--- src/rtl/trade_pkg.sv ---
// Shared types and defaults for the trade event emitter: FSM state encoding,
// default sizing constants and the saturating emitted-count increment.
package trade_pkg;

   typedef enum logic [1:0] {
      IDLE   = 2'd0,
      HIGH   = 2'd1,
      GAP    = 2'd2,
      HALTED = 2'd3
   } emit_state_e;

   localparam int MAX_TRADES          = 99;
   localparam int DEFAULT_DEPTH       = 15;
   localparam int DEFAULT_HIGH_CYCLES = 2;
   localparam int DEFAULT_GAP_CYCLES  = 2;
   localparam int EMIT_CNT_W          = 8;
   localparam int TIMER_W             = 8;

   // Holds at all-ones so the emitted count never wraps back to zero.
   function automatic logic [EMIT_CNT_W-1:0] satInc(input logic [EMIT_CNT_W-1:0] value);
      logic [EMIT_CNT_W-1:0] result;
      result = value;
      if (value != {EMIT_CNT_W{1'b1}}) begin
         result = value + 1'b1;
      end
      return result;
   endfunction

endpackage

--- src/rtl/emit_pulse_timer.sv ---
// Loadable down-counter; done_o is high once the count has reached zero, so a
// load of N-1 on entry to a state yields done_o in that state's N-th cycle.
module emit_pulse_timer #(
   parameter int W = 8
) (
   input  logic         clk_i,
   input  logic         reset_i,
   input  logic         load_i,
   input  logic [W-1:0] load_value_i,
   output logic         done_o
);

   logic [W-1:0] count_q;
   logic [W-1:0] count_d;

   always_comb begin
      count_d = count_q;
      if (load_i) begin
         count_d = load_value_i;
      end else if (count_q != '0) begin
         count_d = count_q - 1'b1;
      end
   end

   always_ff @(posedge clk_i or posedge reset_i) begin
      if (reset_i) begin
         count_q <= '0;
      end else begin
         count_q <= count_d;
      end
   end

   assign done_o = (count_q == '0);

endmodule

--- src/rtl/trade_event_emitter.sv ---
// Queues one-cycle match pulses and replays each as a clean enable_count pulse
// with a guaranteed low gap. Optional macro TRADE_EMIT_FLUSH_ON_HALT_EN flushes pending on halt.
module trade_event_emitter
   import trade_pkg::*;
#(
   parameter int DEPTH       = DEFAULT_DEPTH,
   parameter int HIGH_CYCLES = DEFAULT_HIGH_CYCLES,
   parameter int GAP_CYCLES  = DEFAULT_GAP_CYCLES,
   localparam int PEND_W     = $clog2(DEPTH + 1)
) (
   input  logic                  clk_i,
   input  logic                  reset_i,
   input  logic                  match_signal_i,
   input  logic                  halt_signal_i,
   output logic                  enable_count_o,
   output logic [PEND_W-1:0]     pending_o,
   output logic [EMIT_CNT_W-1:0] emitted_count_o,
   output logic                  overflow_o,
   output logic                  busy_o
);

   localparam logic [PEND_W-1:0]  DEPTH_P   = PEND_W'(DEPTH);
   localparam logic [TIMER_W-1:0] HIGH_LOAD = TIMER_W'(HIGH_CYCLES - 1);
   localparam logic [TIMER_W-1:0] GAP_LOAD  = TIMER_W'(GAP_CYCLES - 1);

   emit_state_e           state_q;
   emit_state_e           state_d;
   logic                  enable_q;
   logic                  enable_d;
   logic [PEND_W-1:0]     pending_q;
   logic [PEND_W-1:0]     pending_d;
   logic [EMIT_CNT_W-1:0] emitted_q;
   logic [EMIT_CNT_W-1:0] emitted_d;
   logic                  overflow_q;
   logic                  overflow_d;

   logic                  deq;
   logic                  full;
   logic                  accept;
   logic                  drop;
   logic                  timerLoad;
   logic [TIMER_W-1:0]    timerLoadValue;
   logic                  timerDone;
`ifdef TRADE_EMIT_FLUSH_ON_HALT_EN
   logic                  enterHalt;
`endif

   emit_pulse_timer #(
      .W(TIMER_W)
   ) u_timer (
      .clk_i        (clk_i),
      .reset_i      (reset_i),
      .load_i       (timerLoad),
      .load_value_i (timerLoadValue),
      .done_o       (timerDone)
   );

   always_ff @(posedge clk_i or posedge reset_i) begin
      if (reset_i) begin
         state_q  <= IDLE;
         enable_q <= 1'b0;
      end else begin
         state_q  <= state_d;
         enable_q <= enable_d;
      end
   end

   // Halt is only honoured at pulse boundaries so a started pulse always completes.
   always_comb begin
      state_d = state_q;
      unique case (state_q)
         IDLE: begin
            if (halt_signal_i) begin
               state_d = HALTED;
            end else if (pending_q != '0) begin
               state_d = HIGH;
            end
         end
         HIGH: begin
            if (timerDone) begin
               state_d = GAP;
            end
         end
         GAP: begin
            if (timerDone) begin
               state_d = halt_signal_i ? HALTED : IDLE;
            end
         end
         HALTED: begin
            state_d = HALTED;
         end
         default: begin
            state_d = IDLE;
         end
      endcase
   end

   always_comb begin
      deq            = (state_q == IDLE) && (state_d == HIGH);
      enable_d       = (state_d == HIGH);
      timerLoad      = 1'b0;
      timerLoadValue = '0;
      if (deq) begin
         timerLoad      = 1'b1;
         timerLoadValue = HIGH_LOAD;
      end else if ((state_q == HIGH) && (state_d == GAP)) begin
         timerLoad      = 1'b1;
         timerLoadValue = GAP_LOAD;
      end
`ifdef TRADE_EMIT_FLUSH_ON_HALT_EN
      enterHalt = (state_q != HALTED) && (state_d == HALTED);
`endif
   end

   // A full queue still takes a match when a dequeue frees a slot on the same edge.
   always_comb begin
      full       = (pending_q == DEPTH_P);
      accept     = match_signal_i && (!full || deq);
      drop       = match_signal_i && full && !deq;
      pending_d  = pending_q;
      if (accept && !deq) begin
         pending_d = pending_q + 1'b1;
      end else if (deq && !accept) begin
         pending_d = pending_q - 1'b1;
      end
`ifdef TRADE_EMIT_FLUSH_ON_HALT_EN
      if (enterHalt) begin
         pending_d = '0;
      end
`endif
      overflow_d = overflow_q | drop;
      emitted_d  = deq ? satInc(emitted_q) : emitted_q;
   end

   always_ff @(posedge clk_i or posedge reset_i) begin
      if (reset_i) begin
         pending_q  <= '0;
         emitted_q  <= '0;
         overflow_q <= 1'b0;
      end else begin
         pending_q  <= pending_d;
         emitted_q  <= emitted_d;
         overflow_q <= overflow_d;
      end
   end

   assign enable_count_o  = enable_q;
   assign pending_o       = pending_q;
   assign emitted_count_o = emitted_q;
   assign overflow_o      = overflow_q;
   assign busy_o          = (state_q != IDLE) || (pending_q != '0);

endmodule

--- config.mk ---
export PLATFORM = sky130hd
export DESIGN_NAME = trade_event_emitter
export DESIGN_NICKNAME = d
export VERILOG_FILES = /design/src/rtl/trade_pkg.sv /design/src/rtl/emit_pulse_timer.sv /design/src/rtl/trade_event_emitter.sv
export SDC_FILE = /design/constraint.sdc
export NUM_CORES = 1
export LEC_CHECK = 0
export ABC_AREA = 1
export CORE_MARGIN = 4
export CORE_UTILIZATION = 25
export CTS_BUF_LIST = sky130_fd_sc_hd__clkbuf_4 sky130_fd_sc_hd__clkbuf_8
export CTS_CLUSTER_SIZE = 12
export DETAILED_ROUTE_END_ITERATION = 7
export PLACE_DENSITY = 0.46
export SYNTH_ARGS = -nofsm -noshare
export SYNTH_HDL_FRONTEND = slang
export SYNTH_SLANG_ARGS = --single-unit
--- constraint.sdc ---
create_clock -name clk_i -period 8 [get_ports clk_i]
set_input_delay 1.2 -clock clk_i [delete_from_list [all_inputs] [get_ports clk_i]]
set_output_delay 1.2 -clock clk_i [all_outputs]
set_load 0.02 [all_outputs]
==> results.md <==
- After technology mapping, the gate count stands at 169.
- The proportion of register bits with asynchronous set or reset after synthesis is 1.00.
- The number of nets with antenna violations after routing is 0.
- The leakage dissipation is 0.000843 uW.
- Of the total power, registers draw 0.381.
- The number of buffers inserted by post-CTS setup repair is 0.
- The internal power of the cells totals 325 uW.
- Clock tree synthesis selected as its root buffer the cell sky130_fd_sc_hd__clkbuf_8.
- The most frequent standard cell in the layout excluding fill and tap cells is sky130_fd_sc_hd__nand2_1.
- The CTS tree is built.
- The worst-case clock buffer depth is 2.
- The run finished with clean final reports.
- The latest clock arrival within the worst-skew pair is 0.27 ns.
- The first global-routing pass estimated 5.06 mm of wire.
- The arrival time at the worst endpoint is roughly 3.8 ns.
- Before antenna repair, the detailed router went through 4 iterations.
- The critical path is of the in2reg type.
- The final number of hold-violating endpoints is 0.
- The area of the mapped netlist is 1400 um^2.
- The maximum fanout along the worst path is 10.
- The CTS H-tree depth is 1.
- In this run the cell area measured after placement is 1670 um^2.
- Summed over all failing endpoints, the final setup total negative slack is 0 ns.
- The largest individual stage delay along the critical path comes from the cell sky130_fd_sc_hd__clkdlybuf4s50_1.
- The delay of the slowest critical-path stage is about 0.53 ns.
- The count of maximum capacitance violations is 0.
- The port buffer count is 18.
- The finished cells cover 1740 um^2.
- In this run, post-CTS repair resized a total of 0 instances.
- STA classifies the critical path endpoint as a register.
- The final number of max-transition violations is 0.
- In the final routed layout, each cell accounts on average for 10.8 um.
- Setup violations remaining at the end of the flow were counted as 0.
- In this run the horizontal extent of the chip is 82.9 um.
- The number of placed instances, taps included, is 258.
- The largest total area in the synthesized netlist belongs to sky130_fd_sc_hd__dfrtp_1.
- The proportion of layout cells with a drive suffix above 1 is 0.0737.
- The count of inserted antenna diode cells is 0.
- The share of total power dissipated in the clock network is 0.200.
- The height of the die is 82.9 um.
- After the last flow step, the layout net total stands at 201.
- For this run, global-route usage on met1 was measured as 0.115.
- The combinational cell fraction of total power is 0.419.
- For met3 alone, demand over resource in global routing was 0.0268.
- The wire length reported by the detailed router is 2.84 mm.
- The required time of the critical path is 8.15 ns.
- Entering global routing, the biggest net connects 25 pins.
- The aggregate global-route resource usage is 0.0881.
- The worst max-slew margin expressed relative to the limit is 0.355.
- The switching fraction of total power is 0.388.
- After detailed routing, the number of remaining DRC violations is 0.
- The tree built by TritonCTS fans out to 24 sinks.
- The sort of element at the start of the critical path is an input pin.
- The minimum period implied by the final worst setup slack is approximately 3.7 ns.
- The global routing usage on met2 is 0.146.
- Setup repair after global routing left no endpoint under its margin.
- The pin slew with the least headroom to its limit is about 0.97 ns.
- The number of storage elements in the synthesis netlist is 24.
- At the end of routability-driven placement, the weighted congestion stood at 0.758.
- Counting stages on the worst path, the most repeated cell is sky130_fd_sc_hd__nand2_1.
- The class of the most critical hold timing path is reg2reg.
- The number of antenna violations at the first check in global routing is 0.
- The via density per instance is 4.12.
- By area the synthesized netlist is led by sky130_fd_sc_hd__dfrtp_1 (43%), sky130_fd_sc_hd__nand2_1 (11%), sky130_fd_sc_hd__xor2_1 (6.9%).
- After synthesis, the mean cell area works out to 8.31 um^2.
- The count of hold-fix buffers inserted at cts is 0.
- The maximum frequency from static timing analysis is 273 MHz.
- During synthesis, Yosys emitted a total of 0 warnings.
- In this run the most used layer during global routing was met2.
- The total area inside the core boundary comes to 5470 um^2.
- For this design the ratio of total power to cell area is 305 nW/um^2.
- The die covers 6880 um^2.
- The clock transition at the registers of the reported paths is approximately 0.08 ns.
- The count of pins on the block boundary is 19.
- Dividing the final minimum period by the clock period gives 0.457.
- Of the post-synthesis cell area, the dominant cell type holds 0.428.
- The total via count after detailed routing is roughly 1.1k.
- The signed area change from the synthesized netlist to the final layout is 24.1%.
- The number of global-route vias before repair was between 1k and 1.5k.
- In this run, distinct cell masters in the synthesized netlist total 27.
- The effective utilization at floorplan is 0.257.
- For this run, the leading register cell type out of synthesis is sky130_fd_sc_hd__dfrtp_1.
- When the netlist entered floorplanning its net count stood at roughly 180.
- The clock skew is 0.00723 ns.
- In this run, the number of DRC markers left after iteration 0 of detailed routing was 33.
- The number of buffers added by the clock tree synthesis step is 3.
- The signal on the critical path passes through clkdlybuf4s50_1 -> nand3_1 -> nand2_1 -> nand2_1 -> a21oi_4 -> nand2_4 -> a21oi_2 -> ha_1 -> inv_1 -> ha_1 -> nand2_1 -> nor2_1 -> a211oi_1 -> nand2_1 -> nand2_1 -> nor2_1 -> xor2_1.
- For this run, the register share of the synthesized area comes to 0.428.
- In the layout the commonest cells are sky130_fd_sc_hd__nand2_1 (41), sky130_fd_sc_hd__inv_1 (25), sky130_fd_sc_hd__dfrtp_1 (24).
- The residual overflow from global routing is 0.
- The floorplan has 27 rows.
- Counting flops with a built-in enable in the synthesized netlist gives 0.
- In this run the power spent charging and discharging nets is 206 uW.
- IR analysis of the VDD net gives a maximum drop of 0.105 mV.
- The number of standard cells in the final layout excluding fillers is between 200 and 300.
- The placed wire-length estimate is ~2.1 mm.
-- through the flow --
stage                     setup WS [ns]  hold WS (ns)   util  power, uW
final                              4.34         0.465  0.318        530
after global routing               4.12         0.495  0.318        578
after CTS                          4.34         0.475  0.318        540
after detailed placement           4.05         0.453  0.305        430
after global placement             4.09         0.450  0.305        430
after floorplan                    4.83         0.518      -        364
-- final cells by class --
class | count | area (um^2)
Fill cell | 598 | 3730
Inverter | 25 | 93.8
Multi-Input combinational cell | 119 | 706
Clock buffer | 3 | 41.3
Timing Repair Buffer | 18 | 180
Clock inverter | 1 | 30.0
Tap cell | 72 | 90.1
Sequential cell | 24 | 601
-- per-layer routing --
metal	part of all wire	routed length [um]
met1	0.51	1440
met2	0.46	1310
met3	0.024	68
met4	0.0049	14
met5	0	0
-- logic make-up (layout without fill, tap and decap cells) --
group,Yosys count,after routing,share of synthesized area
AND/OR/NAND/NOR,89,89,0.300
flip-flops,24,24,0.428
XOR/XNOR,16,16,0.0998
buffers and inverters,26,47,0.0695
adder cells (fa/ha/maj),6,6,0.0588
AO/OA/AOI/OAI,8,8,0.0437
-- flip-flops by register name, indices dropped and copies added (netlist names) --
| name | count |
|---|---|
| pending_o | 4 |
| state_q | 2 |
| u_timer.count_q | 8 |
| enable_count_o | 1 |
| emitted_count_o | 8 |
| overflow_o | 1 |
-- synth_stat cells (2+ instances only) --
library cell              number
sky130_fd_sc_hd__ha_1          5
sky130_fd_sc_hd__dfrtp_1      24
sky130_fd_sc_hd__xor2_1       11
sky130_fd_sc_hd__nand2_4       2
sky130_fd_sc_hd__nand3_1       6
sky130_fd_sc_hd__nand2_1      41
sky130_fd_sc_hd__nand4_1      11
sky130_fd_sc_hd__nor3_1        3
sky130_fd_sc_hd__inv_1        25
sky130_fd_sc_hd__nor2_1       19
sky130_fd_sc_hd__o21ai_0       2
sky130_fd_sc_hd__xnor2_1       5
-- power groups by stage --
| stage | registers, uW | clock network, uW | logic [uW] |
|---|---|---|---|
| after CTS | 203 | 111 | 226 |
| after global routing | 209 | 117 | 252 |
| after global placement | 206 | 0 | 224 |
| after detailed placement | 205 | 0 | 225 |
| final | 202 | 106 | 222 |
| after floorplan | 215 | 0 | 149 |
-- critical path: cells and delay by family --
kind / cells / cell delay, ns
compound gates: 3 / 0.68
buf+inv: 2 / 0.62
fa+ha+maj: 2 / 0.51
simple gates: 9 / 0.67
xor+xnor: 1 / 0.13
-- path summary, 6_finish.rpt --
kind                                 endpoint  slack [ns]  cells after the start     startpoint
max in group asynchronous  u_timer.count_q[3]        5.96                      2        reset_i
hold / removal                     overflow_o        0.46                      2     overflow_o
hold reg to reg                    overflow_o        0.46                      2     overflow_o
setup / recovery                 pending_o[3]        4.34                     17  halt_signal_i
setup reg to reg                 pending_o[3]        4.56                     15     state_q[1]
min in group asynchronous        pending_o[2]        1.44                      2        reset_i
(Power assumes the default switching activity.)
